[config.mk]
export PLATFORM = sky130hd
export DESIGN_NAME = div_unit
export DESIGN_NICKNAME = d
export VERILOG_FILES = /design/src/rtl/div_pkg.sv /design/src/rtl/div_step.sv /design/src/rtl/div_unit.sv
export SDC_FILE = /design/constraint.sdc
export NUM_CORES = 1
export LEC_CHECK = 0
export BUFFER_PORTS_ARGS = -buffer_cell sky130_fd_sc_hd__buf_4
export CORE_ASPECT_RATIO = 0.7
export CORE_MARGIN = 2
export CORE_UTILIZATION = 40
export CTS_BUF_LIST = sky130_fd_sc_hd__clkbuf_4 sky130_fd_sc_hd__clkbuf_8
export CTS_CLUSTER_DIAMETER = 60
export DETAILED_ROUTE_END_ITERATION = 12
export PLACE_DENSITY_LB_ADDON = 0.15
export SETUP_SLACK_MARGIN = 0.02
export SYNTH_ARGS = -nofsm -noshare
export SYNTH_HDL_FRONTEND = slang
export SYNTH_HIERARCHICAL = 1
export SYNTH_SLANG_ARGS = --single-unit
[constraint.sdc]
create_clock -name clk_i -period 2.54 [get_ports clk_i]
set_input_delay 0 -clock clk_i [delete_from_list [all_inputs] [get_ports clk_i]]
set_output_delay 0 -clock clk_i [all_outputs]
set_load 0.01 [all_outputs]
[src/rtl/div_pkg.sv]
// Shared definitions for the sequential restoring divider: FSM state
// encoding, iteration count and the quotient returned on divide-by-zero.
package div_pkg;

    typedef enum logic [1:0] {
        IDLE = 2'd0,
        CALC = 2'd1,
        FIX  = 2'd2
    } div_state_t;

    // One quotient bit is produced per CALC cycle.
    localparam int DIV_ITER = 32;

    // Wide enough to hold the iteration index 0..DIV_ITER-1 with headroom.
    localparam int CNT_W = 6;

    // Quotient reported when the divisor is zero, in either mode.
    localparam logic [31:0] DIV_ZERO_QUOT = 32'hFFFF_FFFF;

    // Absolute value of a two's complement operand when signed, raw value
    // otherwise. 0x80000000 maps onto itself, which is the correct unsigned
    // magnitude 2^31.
    function automatic logic [31:0] magnitude(input logic [31:0] value,
                                              input logic        is_signed);
        if (is_signed && value[31]) begin
            return ~value + 32'd1;
        end
        return value;
    endfunction

endpackage

[src/rtl/div_step.sv]
// One combinational restoring-division iteration: shift the next dividend
// bit into the partial remainder, try to subtract the divisor, and keep the
// difference only when it does not go negative.
module div_step #(
    parameter int WIDTH = 32
) (
    input  logic [WIDTH-1:0] rem,
    input  logic             dividend_msb,
    input  logic [WIDTH-1:0] divisor,
    output logic [WIDTH-1:0] rem_next,
    output logic             quot_bit
);

    logic [WIDTH:0]   shifted;
    logic [WIDTH+1:0] trial;
    logic             unused_top;

    // Trial subtraction carries an extra bit so its sign is the borrow out;
    // when the trial fails the shifted remainder is below the divisor, so
    // its top bit is always zero and the low WIDTH bits are sufficient.
    always_comb begin
        shifted    = {rem, dividend_msb};
        trial      = {1'b0, shifted} - {2'b00, divisor};
        quot_bit   = ~trial[WIDTH+1];
        rem_next   = quot_bit ? trial[WIDTH-1:0] : shifted[WIDTH-1:0];
        unused_top = trial[WIDTH] ^ shifted[WIDTH];
    end

endmodule

[src/rtl/div_unit.sv]
// Sequential 32-bit integer divider for MIPS div/divu. Operands are reduced
// to magnitudes on start, divided with one restoring step per cycle, then
// sign-corrected in a final FIX cycle that also registers the results.
module div_unit
    import div_pkg::*;
#(
    parameter int WIDTH = 32
) (
    input  logic             clk_i,
    input  logic             rst_i,
    input  logic             start_i,
    input  logic             signed_i,
    input  logic [WIDTH-1:0] dividend_i,
    input  logic [WIDTH-1:0] divisor_i,
    output logic             busy_o,
    output logic             done_o,
    output logic [WIDTH-1:0] quotient_o,
    output logic [WIDTH-1:0] remainder_o,
    output logic             div_by_zero_o
);

    div_state_t       state;
    logic [CNT_W-1:0] count;
    logic [WIDTH-1:0] part_rem;
    logic [WIDTH-1:0] quot_shift;
    logic [WIDTH-1:0] divisor_mag;
    logic [WIDTH-1:0] orig_dividend;
    logic             neg_quot;
    logic             neg_rem;
    logic             zero_divisor;

    logic [WIDTH-1:0] step_rem;
    logic             step_bit;

    // The dividend magnitude shifts out of quot_shift MSB-first while the
    // quotient bits shift in at the bottom, so one register serves both.
    div_step #(
        .WIDTH(WIDTH)
    ) u_step (
        .rem          (part_rem),
        .dividend_msb (quot_shift[WIDTH-1]),
        .divisor      (divisor_mag),
        .rem_next     (step_rem),
        .quot_bit     (step_bit)
    );

    // Controller FSM with registered outputs; reset discards any operation
    // in flight and takes priority over a simultaneous start.
    always_ff @(posedge clk_i) begin
        if (rst_i) begin
            state         <= IDLE;
            count         <= '0;
            part_rem      <= '0;
            quot_shift    <= '0;
            divisor_mag   <= '0;
            orig_dividend <= '0;
            neg_quot      <= 1'b0;
            neg_rem       <= 1'b0;
            zero_divisor  <= 1'b0;
            busy_o        <= 1'b0;
            done_o        <= 1'b0;
            quotient_o    <= '0;
            remainder_o   <= '0;
            div_by_zero_o <= 1'b0;
        end else begin
            done_o <= 1'b0;
            case (state)
                IDLE: begin
                    if (start_i) begin
                        neg_quot      <= signed_i & (dividend_i[WIDTH-1] ^ divisor_i[WIDTH-1]);
                        neg_rem       <= signed_i & dividend_i[WIDTH-1];
                        zero_divisor  <= (divisor_i == '0);
                        orig_dividend <= dividend_i;
                        quot_shift    <= magnitude(dividend_i, signed_i);
                        divisor_mag   <= magnitude(divisor_i, signed_i);
                        part_rem      <= '0;
                        count         <= '0;
                        busy_o        <= 1'b1;
                        state         <= CALC;
                    end
                end

                CALC: begin
                    part_rem   <= step_rem;
                    quot_shift <= {quot_shift[WIDTH-2:0], step_bit};
                    count      <= count + 1'b1;
                    if (count == CNT_W'(DIV_ITER - 1)) begin
                        state <= FIX;
                    end
                end

                FIX: begin
                    if (zero_divisor) begin
                        quotient_o    <= DIV_ZERO_QUOT;
                        remainder_o   <= orig_dividend;
                        div_by_zero_o <= 1'b1;
                    end else begin
                        quotient_o    <= neg_quot ? (~quot_shift + 1'b1) : quot_shift;
                        remainder_o   <= neg_rem  ? (~part_rem + 1'b1)   : part_rem;
                        div_by_zero_o <= 1'b0;
                    end
                    done_o <= 1'b1;
                    busy_o <= 1'b0;
                    state  <= IDLE;
                end

                default: begin
                    state  <= IDLE;
                    busy_o <= 1'b0;
                end
            endcase
        end
    end

endmodule

==> flow_summary.json <==
{
  "whs_ns": 0.258,
  "drt-initial-drc-count": 1576,
  "die_h_um": 154,
  "syn_area_um2": 12800,
  "overflow": 0,
  "drc": 0,
  "fp-row-count": 54,
  "cp-start-kind": "flip-flop",
  "cts.sinks": 206,
  "track_usage_pct": 28.1,
  "drive_gt1_share_pct": 25.9,
  "cp.arrival_ns": 3.03,
  "min_to": "divisor_mag[21]$_SDFFE_PP0P_",
  "r2r_cells": 12,
  "nFillCells": 2933,
  "totalWireLength_um": 48200,
  "setup_violations": 3,
  "power_mw": 16.1,
  "first_pass_iters": 7,
  "cp_cell_sequence": "inv_2, ha_4, inv_2, fa_2, a21o_1, a31oi_4, nor2_2, o21a_1, o31ai_2, xnor2_1, mux2_4, a22o_1",
  "period_needed_ns": 2.58,
  "slowest_delay_ns": 0.32,
  "worst-r2r-setup-slack_ns": -0.04,
  "synth_common_cells": "206 x dfxtp_1, 181 x nand2_1, 142 x a21oi_1",
  "routed_via_density": 5.85,
  "nNetsFinal": 2098,
  "io_pins": 135,
  "synth_nets": 1766,
  "clk_latency_ns": 0.57,
  "run_status": "complete, but fails checks",
  "yosysTopAreaCell": "dfxtp_1",
  "num_vias": 14300,
  "setup_slack_ns": -0.0409,
  "cp.required_ns": 2.99,
  "syn_inst": 1660,
  "cts_buffer_depth": 3,
  "synth-seq-cells": 206,
  "dp_hpwl_um": 35000,
  "avgSynthCellArea_um2": 7.74,
  "leakage_nw": 7.26,
  "cellPowerDensity_nw_per_um2": 898,
  "grt_pass1_wl_um": 74500,
  "yosys.cell_types.count": 89,
  "hold_depth": 3,
  "slew_violations": 0,
  "critical-path-slowest-cell": "dfxtp_2",
  "slew_headroom_pct": 33.1,
  "ir_drop_mv": 0.463,
  "placed_area_um2": 15300,
  "die_area_um2": 33600,
  "tightest_slew_ns": 1.00,
  "synth-main-ff-cell": "dfxtp_1",
  "place_congestion": 0.929,
  "final_core_util_pct": 57.1,
  "cts_root_buf": "clkbuf_8",
  "multi_input_area_um2": 8670,
  "crit-reg2reg-launch": "quot_shift[31]$_SDFFE_PP0P_",
  "fmax_ghz": 0.387,
  "yosysWarnings": 6,
  "cts_buffers": 37,
  "ant_nets": 0,
  "insertedDiodeCount": 0,
  "cts.clk_slew.worst_paths_ns": 0.06,
  "first_global_vias": 13200,
  "cpMostUsedCell": "inv_2",
  "min_from": "divisor_i[21]",
  "seq_area_frac_synth_pct": 32.1,
  "hold_class": "in -> reg",
  "area_growth_pct": 39.5,
  "core_um2": 31400,
  "final_area_um2": 17900,
  "rsz0062_at_grt": "yes",
  "crit_type": "reg -> reg",
  "end_kind": "flip-flop",
  "drv_cap": 0,
  "seqCellArea_um2": 4140,
  "clock_skew_ns": 0.0268,
  "final_hold_viol_count": 0,
  "cts_tree": "built",
  "synth.most_common_cell": "dfxtp_1",
  "synth_edf_count": 0,
  "wl_per_cell_um": 19.8,
  "start_util_pct": 41.0,
  "regToRegEndpoint": "part_rem[12]$_SDFFE_PP0P_",
  "synth_area_leaders": "dfxtp_1 32%, a21oi_1 5.5%, nand2_1 5.3%, o21ai_0 4.1%, xor2_1 3.7%",
  "die_w_um": 218,
  "min_period_over_period_pct": 102,
  "path_max_fanout": 3,
  "antenna_found_initial": 0,
  "violations": "setup timing",
  "grt_max_degree": 95,
  "cts_max_level": 2,
  "async_flop_share_pct": 0,
  "synth_top_area_share_pct": 32.1,
  "io_buffer_count": 134
}
## critical path: cells and delay by family, from the launching register on
| kind | cells | cell delay [ns] |
|---|---|---|
| adder cells (fa/ha/maj) | 2 | 0.44 |
| buffers and inverters | 2 | 0.08 |
| XOR/XNOR | 1 | 0.10 |
| flip-flops | 1 | 0.32 |
| multiplexers | 1 | 0.26 |
| AO/OA/AOI/OAI | 5 | 1.17 |
| AND/OR/NAND/NOR | 1 | 0.08 |
## power breakdown
| part | internal, mW | total (mW) | switching (mW) |
|---|---|---|---|
| Sequential | 3.48 | 3.74 | 0.256 |
| Clock | 1.98 | 3.49 | 1.52 |
| Combinational | 4.10 | 8.85 | 4.75 |
| Total | 9.56 | 16.1 | 6.52 |
## how the worst max path moves through the flow
stage                                 from                        end  depth (start not counted)
4_1_cts           part_rem[0]$_SDFFE_PP0P_   part_rem[0]$_SDFFE_PP0P_                         12
2_1_floorplan     part_rem[0]$_SDFFE_PP0P_   part_rem[1]$_SDFFE_PP0P_                          9
3_3_place_gp   quot_shift[31]$_SDFFE_PP0P_  part_rem[22]$_SDFFE_PP0P_                         12
3_5_place_dp   divisor_mag[1]$_SDFFE_PP0P_  part_rem[22]$_SDFFE_PP0P_                         11
6_report       quot_shift[31]$_SDFFE_PP0P_  part_rem[12]$_SDFFE_PP0P_                         12
5_1_grt        divisor_mag[1]$_SDFFE_PP0P_   part_rem[0]$_SDFFE_PP0P_                         13
## registers in the layout, summed over array words and instances (netlist names)
register       count
remainder_o       32
orig_dividend     32
part_rem          32
count              6
quot_shift        32
zero_divisor       1
neg_rem            1
divisor_mag       32
done_o             1
busy_o             1
neg_quot           1
state              2
div_by_zero_o      1
quotient_o        32
## metal layers
layer | vias to the layer above | share of wire, % | GRT usage [%]
li1 | 6809 | - | -
met1 | 6789 | 49 | 43.6
met2 | 598 | 40 | 38.3
met3 | 60 | 8.9 | 6.19
met4 | 0 | 2.0 | 7.55
met5 | - | 0 | 0
## area by class of cell
| class | count | area share, % |
|---|---|---|
| tap | 420 | 2.93 |
| timing repair inverter | 1 | 0.0419 |
| clock buffer | 55 | 3.91 |
| inverter | 62 | 1.35 |
| sequential | 206 | 23.1 |
| clock inverter | 9 | 0.587 |
| multi-input combinational | 1273 | 48.4 |
| timing repair buffer | 411 | 19.6 |
## repair_timing
action | in CTS | in global routing
endpoints found under the setup margin | 33 | 44
pin swaps | 24 | 33
hold endpoints to repair | 112 | 0
gates resized for setup | 75 | 86
hold buffers | 93 | 0
buffers inserted | 10 | 6
gates cloned | 1 | 1
## metrics by stage
stage	setup slack, ns	std cells	TNS [ns]
after floorplan	0.0255	1660	0
after global placement	-0.147	2263	-1.07
after detailed placement	-0.192	2263	-1.37
after CTS	-0.0157	2430	-0.0235
after global routing	-0.116	2437	-1.22
final	-0.0409	2437	-0.102
## cells by family (layout without fill, tap and decap cells)
family | after synthesis | count (layout) | synth area share (%)
AND/OR/NAND/NOR | 557 | 557 | 21.3
AO/OA/AOI/OAI | 554 | 554 | 28.6
multiplexers | 20 | 20 | 1.63
adder cells (fa/ha/maj) | 38 | 38 | 3.76
flip-flops | 206 | 206 | 32.1
XOR/XNOR | 104 | 104 | 7.09
buffers and inverters | 181 | 538 | 5.52
## placed cells by master (no fill, tap or decap), types with 16 or more instances in the layout
master,instances
xnor2_1,50
ha_1,16
nand3_1,38
o21ai_1,16
and3_1,20
o31ai_1,29
xor2_1,53
dlygate4sd3_1,93
nand2_1,179
a22o_1,33
a31oi_1,29
o22ai_1,39
mux2i_1,16
or4_1,23
dfxtp_1,195
o21ai_0,91
ha_4,20
nor2_1,115
a21oi_1,127
clkbuf_8,46
nand4_1,16
buf_4,298
inv_1,45
nor3_1,50
a22oi_1,21
nor4_1,18
Note: power is estimated with default switching activity, not from simulation.
